<file path="config.mk">
export PLATFORM = sky130hd
export DESIGN_NAME = serial_subtractor
export DESIGN_NICKNAME = d
export VERILOG_FILES = /design/src/rtl/serial_subtractor_pkg.sv /design/src/rtl/serial_subtractor_full_subtractor.sv /design/src/rtl/serial_subtractor.sv
export SDC_FILE = /design/constraint.sdc
export NUM_CORES = 1
export LEC_CHECK = 0
export ABC_CLOCK_PERIOD_IN_PS = 1600
export BUFFER_PORTS_ARGS = -buffer_cell sky130_fd_sc_hd__buf_2
export CAP_MARGIN = 10
export CORE_MARGIN = 3
export CORE_UTILIZATION = 53
export DETAILED_ROUTE_END_ITERATION = 16
export HOLD_SLACK_MARGIN = 0.05
export PLACE_DENSITY_LB_ADDON = 0.25
export SLEW_MARGIN = 0
export SYNTH_ARGS = -nofsm -noshare
export SYNTH_HDL_FRONTEND = slang
export SYNTH_SLANG_ARGS = --single-unit
</file>
<file path="constraint.sdc">
create_clock -name clk -period 1.6 [get_ports clk]
set_clock_uncertainty 0.1 [all_clocks]
set_input_delay 0.16 -clock clk [delete_from_list [all_inputs] [get_ports clk]]
set_output_delay 0.16 -clock clk [all_outputs]
set_load 0.01 [all_outputs]
</file>
<file path="src/rtl/serial_subtractor_pkg.sv">
// Shared types for the bit-serial subtractor: FSM state encoding and
// counter sizing helper.
package sub_pkg;

  typedef enum logic [1:0] {
    IDLE  = 2'd0,
    SHIFT = 2'd1,
    DONE  = 2'd2
  } sub_state_t;

  localparam int DEFAULT_WIDTH = 8;

  // Bits needed to count 0..w inclusive.
  function automatic int cnt_width(input int w);
    return $clog2(w + 1);
  endfunction

endpackage

</file>
<file path="src/rtl/serial_subtractor_full_subtractor.sv">
// One-bit full subtractor cell: D = A - B - Bin, Bout = borrow out.
// Purely combinational, zero latency, no flow control.
module full_subtractor (
  input  logic A,
  input  logic B,
  input  logic Bin,
  output logic D,
  output logic Bout
);

  assign D    = A ^ B ^ Bin;
  assign Bout = (~A & B) | (~(A ^ B) & Bin);

endmodule

</file>
<file path="src/rtl/serial_subtractor.sv">
// Bit-serial unsigned subtractor, LSB first: WIDTH+1 cycles from start to done.
// start is only accepted in IDLE; requests while busy or done are dropped, not queued.
module serial_subtractor
  import sub_pkg::*;
#(
  parameter int WIDTH = DEFAULT_WIDTH
) (
  input  logic             clk,
  input  logic             rst,
  input  logic             start,
  input  logic [WIDTH-1:0] a,
  input  logic [WIDTH-1:0] b,
  output logic             busy,
  output logic             done,
  output logic [WIDTH-1:0] diff,
  output logic             bout
);

  localparam int             CW   = cnt_width(WIDTH);
  localparam logic [CW-1:0]  LAST = CW'(WIDTH - 1);

  sub_state_t       state;
  logic [WIDTH-1:0] a_sr;
  logic [WIDTH-1:0] b_sr;
  logic             br;
  logic [CW-1:0]    cnt;
  logic             d_bit;
  logic             br_nxt;
  logic [WIDTH-1:0] diff_shift;

  full_subtractor u_fs (
    .A    (a_sr[0]),
    .B    (b_sr[0]),
    .Bin  (br),
    .D    (d_bit),
    .Bout (br_nxt)
  );

  // Result bits enter at the MSB so the first (LSB) bit lands at bit 0 after WIDTH shifts.
  generate
    if (WIDTH == 1) begin : g_w1
      assign diff_shift = d_bit;
    end else begin : g_wn
      assign diff_shift = {d_bit, diff[WIDTH-1:1]};
    end
  endgenerate

  always_ff @(posedge clk) begin
    if (rst) begin
      state <= IDLE;
      a_sr  <= '0;
      b_sr  <= '0;
      br    <= 1'b0;
      cnt   <= '0;
      diff  <= '0;
      bout  <= 1'b0;
    end else begin
      case (state)
        IDLE: begin
          if (start) begin
            a_sr  <= a;
            b_sr  <= b;
            br    <= 1'b0;
            cnt   <= '0;
            state <= SHIFT;
          end
        end
        SHIFT: begin
          a_sr <= a_sr >> 1;
          b_sr <= b_sr >> 1;
          br   <= br_nxt;
          diff <= diff_shift;
          cnt  <= cnt + CW'(1);
          if (cnt == LAST) begin
            bout  <= br_nxt;
            state <= DONE;
          end
        end
        DONE:    state <= IDLE;
        default: state <= IDLE;
      endcase
    end
  end

  assign busy = (state == SHIFT);
  assign done = (state == DONE);

endmodule

</file>
* After elaboration in Yosys (flattened, before gate mapping)
Index checks and enable logic that the tools add are counted.
** Storage, ports and cells
- Register bits :: 32
- Input port bits :: 19
- Output and inout port bits :: 11
- Logic and storage cells :: 36
** Operators by class
- Add/sub/neg operators :: 1
- Equal/unequal tests :: 5
- Multiplexer cells :: 11
- Bitwise gates (word level) :: 7
- Reductions and logical operators :: 5
** Operators with widths (number)
- one-hot mux 8 bit (2 select lines) :: 2
- two-way mux 8 bit :: 2
- one-hot mux 4 bit (2 select lines) :: 1
- AND reduction 2 bit :: 3
- adder 4 x 1 -> 4 bit (second input constant) :: 1
- equality test 4 x 3 -> 1 bit (second input constant) :: 1
- two-way mux 2 bit :: 2
- two-way mux 4 bit :: 1
- one-hot mux 2 bit (2 select lines) :: 1
- AND 1 bit :: 2
- equality test 2 x 1 -> 1 bit (second input constant) :: 1
- equality test 2 bit (second input constant) :: 1
- logical NOT 2 bit :: 1
- != test 2 x 1 -> 1 bit (second input constant) :: 1
- != test 2 bit (second input constant) :: 1
- inverter 1 bit :: 2
- one-hot mux 1 bit (2 select lines) :: 1
- nonzero test 2 bit :: 1
- XOR 1 bit :: 2
- two-way mux 1 bit :: 1
- OR 1 bit :: 1

* Depth between registers and ports, before layout
Gate-level depths: netlist of run 1.
- Depth in word-level cells :: 5
- Mapped depth :: 6
- Mapped depth without buffers :: 4

* By module
A second synthesis of run 1 with hierarchy kept.
** Second synthesis, totals
- Cell total of the unflattened synthesis :: 161
- Area total of the unflattened synthesis :: 1426.4 um^2
** By module, submodules not included
- serial_subtractor :: instances 1, cells each 157, area each 1395.1 um^2, seq. area each 640.6 um^2
- full_subtractor :: instances 1, cells each 4, area each 31.3 um^2, seq. area each 0.0 um^2

* Worst setup path after synthesis of run 1
No wires, ideal clock.
- Kind :: flip-flop to output port
- Start point :: reg state[1]
- End point :: out done
- Arrival :: 1019 ps
- Required time :: 1340 ps
- Slack :: 321 ps
- Stages on the path, launching flop included :: 5
- Buffers on the path :: 3
- Cells stage by stage :: dfxtp_1 buf_2 buf_6 buf_2 nor2b_1
** On the way
- Word-level cells in the longest chain between the ends :: 1
** Ends and longest elaborated chain
- start: declaration :: RTL line serial_subtractor.sv:22 : sub_state_t state;
- start signal: assignment :: RTL line serial_subtractor.sv:50 : state <= IDLE;
- start signal: assignment :: RTL line serial_subtractor.sv:65 : state <= SHIFT;
- start signal: assignment :: RTL line serial_subtractor.sv:76 : state <= DONE;
- equality test 2 bit :: RTL line serial_subtractor.sv:86 : assign done = (state == DONE);
- end: declaration :: RTL line serial_subtractor.sv:14 : output logic done,
No other way between the ends.

* Final worst setup path of run 1
- Start point :: reg state[1]
- End point :: out busy
** On the way
- Word-level cells in the longest chain between the ends :: 1
** Ends and longest elaborated chain
- equality test 2 x 1 -> 1 bit :: RTL line serial_subtractor.sv:85 : assign busy = (state == SHIFT);
- end: declaration :: RTL line serial_subtractor.sv:13 : output logic busy,
No other way between the ends.

==> impl_metrics.tcl, run 1 <==
set metrics [dict create \
    synth_top_area_cell "dfxtp_1" \
    die-height_um 59.4 \
    portBuffers 29 \
    route.detailed.drc 0 \
    criticalPathCategory "flip-flop to output port" \
    tightest_slew_ps 493 \
    crit_required_ps 1340 \
    cap_viol_max_count 0 \
    drt_wl_total_um 3290 \
    vias 1397 \
    synthDominantCellAreaShare 0.425 \
    yosys_warnings 0 \
    setup.worst_path.start_class "flip-flop" \
    syn_area_per_cell_um2 8.20 \
    finalHoldViolCount 0 \
    grt_max_degree 20 \
    post-dp-hpwl_um 2260 \
    synth_mux_area_frac 0.00663 \
    fin_crit_ps 1470 \
    ir_worst_vdd_uv 810 \
    die_x_um 59.4 \
    status "finished, final reports clean" \
    mappedNetlistNets 205 \
    wl_per_cell_um 13.4 \
    grt_use_total 0.209 \
    via_per_inst 5.70 \
    syn_area_um2 1510 \
    start_util 0.583 \
    gp_congestion 0.742 \
    ys_seq_area_frac 0.425 \
    fillers 221 \
    insertion_delay_ps 330 \
    post-synth-top-count-cell "a21oi_1" \
    rsz0062_at_grt "no" \
    grt_pass1_wl_um 5590 \
    synth_edf_count 0 \
    synth_xor_area_frac 0 \
    final_layout_size_suffix_gt1_frac 0.274 \
    clock.fmax_ghz 0.678 \
    final_nets 235 \
    synth-compound-area-share 0.294 \
    power.total_mw 1.58 \
    cts.root.buffer_cell "clkbuf_4" \
    p_leak_nw 0.758 \
    post-route-period-util 0.922 \
    synth_ff_type "dfxtp_1" \
    cts-htree-levels 2 \
    finalMaxSlewViolations 0 \
    grt_pass1_vias 1288 \
    hold_start "b[1]" \
    n_antenna_cell 0 \
    cts_tree "done" \
    arrival_ps 1210 \
    overflow 0 \
    ant_nets 0 \
    p_per_area_nw_per_um2 906 \
    postSynthCellCount 184 \
    die-area_um2 3520 \
    clock-sinks 32 \
    synth-async-reset-ratio 0 \
    io_pins 30 \
    numCtsBuffers 5 \
    drtIter0Drc 79 \
    synth_seq_cells 32 \
    coreArea_um2 2590 \
    setup_viol 0 \
    synth_commonest_cells "a21oi_1 (34), dfxtp_1 (32), nand2_1 (21), nor2_1 (20), inv_1 (16)" \
    ys_top_cells_by_area "dfxtp_1 (42%), a21oi_1 (11%), o221a_2 (10%), nand2_1 (5.2%), nor2_1 (5.0%)" \
    cts.clk_slew.worst_paths_ps 90 \
    cp-end-kind "output port" \
    grt_antenna_before_repair 0 \
    hold_class "input pin to flip-flop" \
    row_count 18 \
    clockBufferDepth 2 \
    maxSlewHeadroom 0.670 \
    timing.rr.start "cnt[0]$_SDFFE_PP0P_" \
    ys_types 29 \
    synth_top_family_by_area "compound AO/OA/AOI/OAI gates" \
    setup.worst_path.start "state[1]$_SDFFE_PP0P_" \
    synthAdderAreaFrac 0.0216 \
    critPathMaxFanout 14 \
    area.growth.synth_to_final_pct 15.8 \
    setup-tns-final_ps 0 \
    synth_simple_gate_area_frac 0.157 \
    first_pass_iters 4 \
]
layout by cell type (no fill, tap or decap):
cell,instances
a21oi_1,34
dfxtp_1,32
buf_2,29
nand2_1,21
nor2_1,20
inv_1,15
o221a_2,14
buf_4,8
o22a_1,6
nor2b_1,5
clkbuf_4,5
nand2b_1,2
o22ai_1,2
nand3_1,2
clkbuf_1,2
dlygate4sd3_1,2
inv_4,1
or2_2,1
o21bai_1,1
a2bb2oi_1,1
or3_1,1
a31oi_1,1
and3b_1,1
a311oi_1,1
nor3b_1,1
o21ai_0,1
a22oi_1,1
mux2i_1,1
a211oi_1,1
fa_1,1
ha_1,1
clkbuf_8,1
final timing paths:
| kind | slack [ps] | end | depth (start not counted) |
|---|---|---|---|
| worst max register to register | 240 | bout$_SDFFE_PP0P_ | 4 |
| worst min register to register | 360 | diff[0]$_SDFFE_PP0N_ | 2 |
| worst max-delay path | 130 | busy | 3 |
| worst min-delay path | 130 | b_sr[1]$_SDFFE_PP0P_ | 3 |
area by class of cell:
| class | count | area, um^2 | area share |
|---|---|---|---|
| Multi-Input combinational cell | 120 | 723 | 0.414 |
| Inverter | 16 | 62.6 | 0.0358 |
| Timing Repair Buffer | 39 | 225 | 0.129 |
| Tap cell | 30 | 37.5 | 0.0215 |
| Clock buffer | 8 | 58.8 | 0.0336 |
| Sequential cell | 32 | 641 | 0.366 |
critical path, stage by stage (launching register included):
cell and delay (ps):
dfxtp_1 340, nand2b_1 230, inv_4 170, buf_2 150
power by group:
group | leakage, nW | switching (mW) | internal [mW] | total [mW]
registers | 0.263 | 0.0344 | 0.839 | 0.874
logic | 0.463 | 0.119 | 0.112 | 0.231
clock network | 0.0326 | 0.262 | 0.217 | 0.479
total | 0.758 | 0.416 | 1.17 | 1.58
through the flow:
step	cell area, um^2	setup WS (ps)	utilization	std cells	hold slack (ps)
floorplan	1510	321	-	184	244
global placement	1670	272	0.643	235	343
detailed placement	1670	210	0.643	235	343
CTS	1750	76.9	0.674	245	110
global route	1750	40.7	0.675	245	122
finish	1750	125	0.675	245	125
per-layer routing:
| metal | part of all wire | track usage | vias up |
|---|---|---|---|
| met1 | 0.45 | 0.256 | 658 |
| met5 | 0 | 0 | - |
| met2 | 0.48 | 0.339 | 32 |
| li1 | - | - | 701 |
| met3 | 0.054 | 0.0675 | 6 |
| met4 | 0.013 | 0.0841 | 0 |
sequential cells by signal, indices dropped and copies added (netlist names):
signal	cells
diff	8
br	1
cnt	4
b_sr	8
state	2
a_sr	8
bout	1
logic make-up after synthesis:
logic type,Yosys count
adders and majority gates,2
AOI/OAI and AO/OA,63
and+or+nand+nor,54
muxes,1
buffers and inverters,32
DFF,32
timing repair:
item                                    4_1_cts  5_1_grt
endpoints found under the setup margin        1        1
hold buffers                                  2        0
buffers inserted                              0        0
hold endpoints to repair                      2        0
resized for setup                             1        1
Power figures use the tool's default switching activity.
==> inputs of run 2 (changes only) <==
--- a/config.mk
+++ b/config.mk
@@ -8,11 +8,14 @@
 export ABC_CLOCK_PERIOD_IN_PS = 1600
 export BUFFER_PORTS_ARGS = -buffer_cell sky130_fd_sc_hd__buf_2
 export CAP_MARGIN = 10
+export CORE_ASPECT_RATIO = 0.6
 export CORE_MARGIN = 3
 export CORE_UTILIZATION = 53
 export DETAILED_ROUTE_END_ITERATION = 16
+export GPL_TIMING_DRIVEN = 0
 export HOLD_SLACK_MARGIN = 0.05
 export PLACE_DENSITY_LB_ADDON = 0.25
+export SETUP_SLACK_MARGIN = 0.05
 export SLEW_MARGIN = 0
 export SYNTH_ARGS = -nofsm -noshare
 export SYNTH_HDL_FRONTEND = slang
==> run 2 against run 1 <==
Routed wire length grew 17%. Sequential cell count unchanged. Via count is 3.6% higher. Register-to-register slack worse by 120 ps. Critical path depth increased by 1. First-iteration DRC count grew 89%. Highest routed layer unchanged.
==> impl_metrics.tcl, run 2 (synthesized netlist as in run 1, its figures left out) <==
set metrics [dict create \
    status "finished, final reports clean" \
    mostFrequentLayoutCells "a21oi_1 (34), dfxtp_1 (32), buf_2 (31)" \
    drt_wl_total_um 3850 \
    io_pins 30 \
    setup.worst_path.start_class "flip-flop" \
    dp_slack_ps 108 \
    combPwrFrac 0.144 \
    clkPwrFrac 0.345 \
    via_per_inst 5.76 \
    final_area_um2 1800 \
    overflow 0 \
    final_layout_size_suffix_gt1_frac 0.283 \
    grt_pass1_vias 1331 \
    crit_required_ps 1340 \
    cts-htree-levels 2 \
    finalHoldViolCount 0 \
    grt_pass1_wl_um 5870 \
    area.growth.synth_to_final_pct 19.0 \
    cts.root.buffer_cell "clkbuf_8" \
    arrival_ps 1240 \
    p_leak_nw 0.780 \
    met3_usage 0.0684 \
    maxSlewHeadroom 0.650 \
    p_int_mw 1.25 \
    cap_viol_max_count 0 \
    first_pass_iters 4 \
    hold_ws_ps 86.2 \
    tightest_slew_ps 524 \
    setup_viol 0 \
    gp_congestion 0.820 \
    dp_cells 243 \
    coreArea_um2 2610 \
    groute.layer.met2.usage 0.369 \
    rsz0062_at_grt "yes" \
    n_antenna_cell 0 \
    finalMaxSlewViolations 0 \
    regArea_um2 641 \
    post-dp-hpwl_um 2710 \
    clock.fmax_ghz 0.669 \
    met1_usage 0.278 \
    busiest_layer "met2" \
    setup-tns-final_ps 0 \
    drtIter0Drc 149 \
    fin_crit_ps 1500 \
    p_switching_mw 0.457 \
    wl_per_cell_um 15.3 \
    fin_ws_ps 105 \
    clock-sinks 32 \
    die_x_um 74.9 \
    fillers 205 \
    final_util 0.688 \
    power.total_mw 1.71 \
    swShare 0.267 \
    cp-end-kind "output port" \
    instances_no_fill 251 \
    start_util 0.578 \
    ant_nets 0 \
    die-height_um 47.3 \
    grt_use_total 0.227 \
    grt_max_degree 20 \
    ir_worst_vdd_uv 444 \
    numCtsBuffers 5 \
    cts_tree "done" \
    post-route-period-util 0.935 \
    hold_class "input pin to flip-flop" \
    vias 1447 \
    final_nets 240 \
    pwr-share-seq 0.512 \
    route.detailed.drc 0 \
    multiInputGateArea_um2 723 \
    criticalPathCategory "flip-flop to output port" \
    top_regs "a_sr (8), b_sr (8), diff (8)" \
    insertion_delay_ps 280 \
    final_common_cell "a21oi_1" \
    portBuffers 27 \
    die-area_um2 3540 \
    row_count 14 \
    place_area_um2 1680 \
    p_per_area_nw_per_um2 951 \
    clockBufferDepth 2 \
    grt_antenna_before_repair 0 \
    cts.clk_slew.worst_paths_ps 60 \
    cts_hold_buf 0 \
    critPathMaxFanout 19 \
]
==> run 2: changes by cell type in the layout (fill, tap and decap cells not counted), sizes merged <==
cell,delta
buf,+1
clkbuf,+4
clkinv,+1
dlygate4sd3,-2
==> run 2: power by group through the flow <==
stage	Clock [mW]	Sequential (mW)	Combinational, mW
2_1_floorplan	0	0.883	0.164
3_3_place_gp	0	0.888	0.218
3_5_place_dp	0	0.890	0.230
4_1_cts	0.592	0.873	0.234
5_1_grt	0.625	0.878	0.269
6_report	0.589	0.874	0.246
==> run 2: timing repair <==
action                     CTS  global route
setup buffers                0             2
resized for setup            4             8
setup endpoints to repair    2             6
==> run 2: area by class of cell <==
cell class                      instances  share of cell area
Inverter                               16              0.0348
Sequential cell                        32               0.357
Clock inverter                          1             0.00279
Buffer                                 15              0.0564
Multi-Input combinational cell        120               0.403
Tap cell                               32              0.0223
Timing Repair Buffer                   29              0.0836
Clock buffer                            6              0.0404
==> run 2: path summary, 6_finish.rpt <==
check | startpoint | end | slack [ps] | cells past startpoint
worst max register to register | state[1]$_SDFFE_PP0P_ | cnt[3]$_SDFFE_PP0P_ | 120 | 5
worst min register to register | diff[0]$_SDFFE_PP0N_ | diff[0]$_SDFFE_PP0N_ | 360 | 2
worst min-delay path | b[7] | b_sr[7]$_SDFFE_PP0P_ | 90 | 3
worst max-delay path | state[1]$_SDFFE_PP0P_ | done | 100 | 4
==> run 2: per-layer routing <==
layer | vias to the layer above | routed length (um)
li1 | 706 | -
met1 | 683 | 1770
met2 | 50 | 1770
met3 | 8 | 238
met4 | 0 | 74
met5 | - | 0
==> run 2: critical path, cell delays in order, from the launching register on <==
cell	delay, ps
dfxtp_1	360
buf_6	160
buf_8	170
nor2b_1	130
buf_2	130
==> inputs of run 3 (changes only) <==
--- a/config.mk
+++ b/config.mk
@@ -5,7 +5,7 @@
 export SDC_FILE = /design/constraint.sdc
 export NUM_CORES = 1
 export LEC_CHECK = 0
-export ABC_CLOCK_PERIOD_IN_PS = 1600
+export ABC_CLOCK_PERIOD_IN_PS = 1700
 export BUFFER_PORTS_ARGS = -buffer_cell sky130_fd_sc_hd__buf_2
 export CAP_MARGIN = 10
 export CORE_ASPECT_RATIO = 0.6
==> constraint.sdc (replaced) <==
create_clock -name clk -period 1.7 [get_ports clk]
set_clock_uncertainty 0.1 [all_clocks]
set_input_delay 0.17 -clock clk [delete_from_list [all_inputs] [get_ports clk]]
set_output_delay 0.17 -clock clk [all_outputs]
set_load 0.01 [all_outputs]
==> run 3 against run 2 <==
Via count is 1.3% lower. Die area did not move. First-iteration DRC count is 29% lower. Combinational power down 10%.
==> impl_metrics.tcl, run 3 (synthesized netlist as in run 1, its figures left out) <==
set metrics [dict create \
    status "finished, final reports clean" \
    cts_setup_buffers 0 \
    grt_max_degree 20 \
    ant_nets 0 \
    hold_ws_ps 84.0 \
    area.growth.synth_to_final_pct 17.0 \
    reg2reg_slack_ps 170 \
    timing.rr.start "state[0]$_SDFFE_PP0P_" \
    via_per_inst 5.73 \
    tightest_slew_ps 528 \
    gp_congestion 0.820 \
    endpoint "busy" \
    fin_crit_ps 1570 \
    critPathMaxFanout 10 \
    rsz0062_at_grt "no" \
    cts-htree-levels 2 \
    fin_ws_ps 128 \
    post-route-period-util 0.924 \
    crit_required_ps 1430 \
    final_layout_size_suffix_gt1_frac 0.267 \
    instances_no_fill 249 \
    coreArea_um2 2610 \
    p_per_area_nw_per_um2 904 \
    setup-tns-final_ps 0 \
    die_x_um 74.9 \
    ctsResizeCount 2 \
    dp_cells 243 \
    drt_wl_total_um 3720 \
    hold_class "input pin to flip-flop" \
    overflow 0 \
    portBuffers 27 \
    maxSlewHeadroom 0.648 \
    arrival_ps 1300 \
    top_regs "a_sr (8), b_sr (8), diff (8)" \
    grt_use_total 0.224 \
    vias 1428 \
    cts.root.buffer_cell "clkbuf_8" \
    n_antenna_cell 0 \
    grt_pass1_wl_um 5810 \
    crit_top_cell "buf_2" \
    p_leak_nw 0.761 \
    cts_tree "done" \
    drtIter0Drc 106 \
    max_stage_delay_ps 320 \
    finalHoldViolCount 0 \
    mostFrequentLayoutCells "a21oi_1 (34), buf_2 (32), dfxtp_1 (32)" \
    power.total_mw 1.60 \
    clock-sinks 32 \
    setup_viol 0 \
    path_cells "nand2b_1 -> buf_2 -> inv_2 -> buf_4 -> buf_2" \
    cts_hold_buf 0 \
    numCtsBuffers 5 \
    setup.worst_path.start_class "flip-flop" \
    route.detailed.drc 0 \
    wl_per_cell_um 14.9 \
    cts.clk_slew.worst_paths_ps 60 \
    final_common_cell "a21oi_1" \
    grt_antenna_before_repair 0 \
    hold_start "b[7]" \
    clockBufferDepth 2 \
    cp_top_family "buffers and inverters" \
    reg2reg_to "cnt[2]$_SDFFE_PP0P_" \
    cp.depth 5 \
    insertion_delay_ps 280 \
    cp_slowest_cell "dfxtp_1" \
    ir_worst_vdd_uv 415 \
    r2r_cells 4 \
    clock.fmax_ghz 0.636 \
    first_pass_iters 4 \
    grt_pass1_vias 1311 \
    criticalPathCategory "flip-flop to output port" \
    setup.worst_path.start "state[1]$_SDFFE_PP0P_" \
    io_pins 30 \
    cap_viol_max_count 0 \
    die-area_um2 3540 \
    row_count 14 \
    cp-end-kind "output port" \
    start_util 0.578 \
    path_buf_inv 4 \
    die-height_um 47.3 \
    final_nets 238 \
    finalMaxSlewViolations 0 \
    dp_slack_ps 208 \
    post-dp-hpwl_um 2710 \
]
[run 3: cell types whose count changed in the layout (fill, tap and decap cells not counted)]
| cell | delta |
|---|---|
| buf_1 | +1 |
| buf_6 | -2 |
| clkbuf_1 | +1 |
| clkbuf_2 | -2 |
| inv_2 | +1 |
| inv_4 | -1 |
| buf_4 | -1 |
| buf_2 | +1 |
[run 3: where the power goes]
group | internal, mW | switching [mW] | leakage (nW)
logic | 0.102 | 0.119 | 0.457
registers | 0.791 | 0.0317 | 0.263
clock network | 0.278 | 0.274 | 0.0410
[run 3: layer usage]
layer	GRT usage	up-vias	wire (um)
met4	0.117	0	74
li1	-	703	-
met2	0.356	57	1660
met5	0	-	0
met3	0.0684	6	223
met1	0.279	662	1760
[run 3: per-stage QoR]
step	util	instance area, um^2
6_report	0.676	1770
3_5_place_dp	0.645	1680
4_1_cts	0.675	1760
5_1_grt	0.676	1770
2_1_floorplan	-	1510
3_3_place_gp	0.645	1680
[run 3: worst min-delay path by stage]
stage               cells past startpoint                    to  slack, ps
global route                            3  a_sr[7]$_SDFFE_PP0P_        120
finish                                  3  b_sr[7]$_SDFFE_PP0P_         80
CTS                                     3  b_sr[7]$_SDFFE_PP0P_         80
global placement                        2  diff[0]$_SDFFE_PP0N_        340
floorplan                               2  a_sr[7]$_SDFFE_PP0P_        250
detailed placement                      2  diff[0]$_SDFFE_PP0N_        350
[run 3: layout make-up]
cell class,count,area [um^2]
buffer,15,88.8
clock buffer,6,72.6
clock inverter,1,5.00
fill,212,845
inverter,16,60.1
multi-input combinational,120,723
sequential,32,641
tap,32,40.0
timing repair buffer,27,135
[run 3: worst min-delay path, delay by kind of cell]
kind	cells	cell delay [ps]
AO/OA/AOI/OAI	2	160
buffers and inverters	1	80
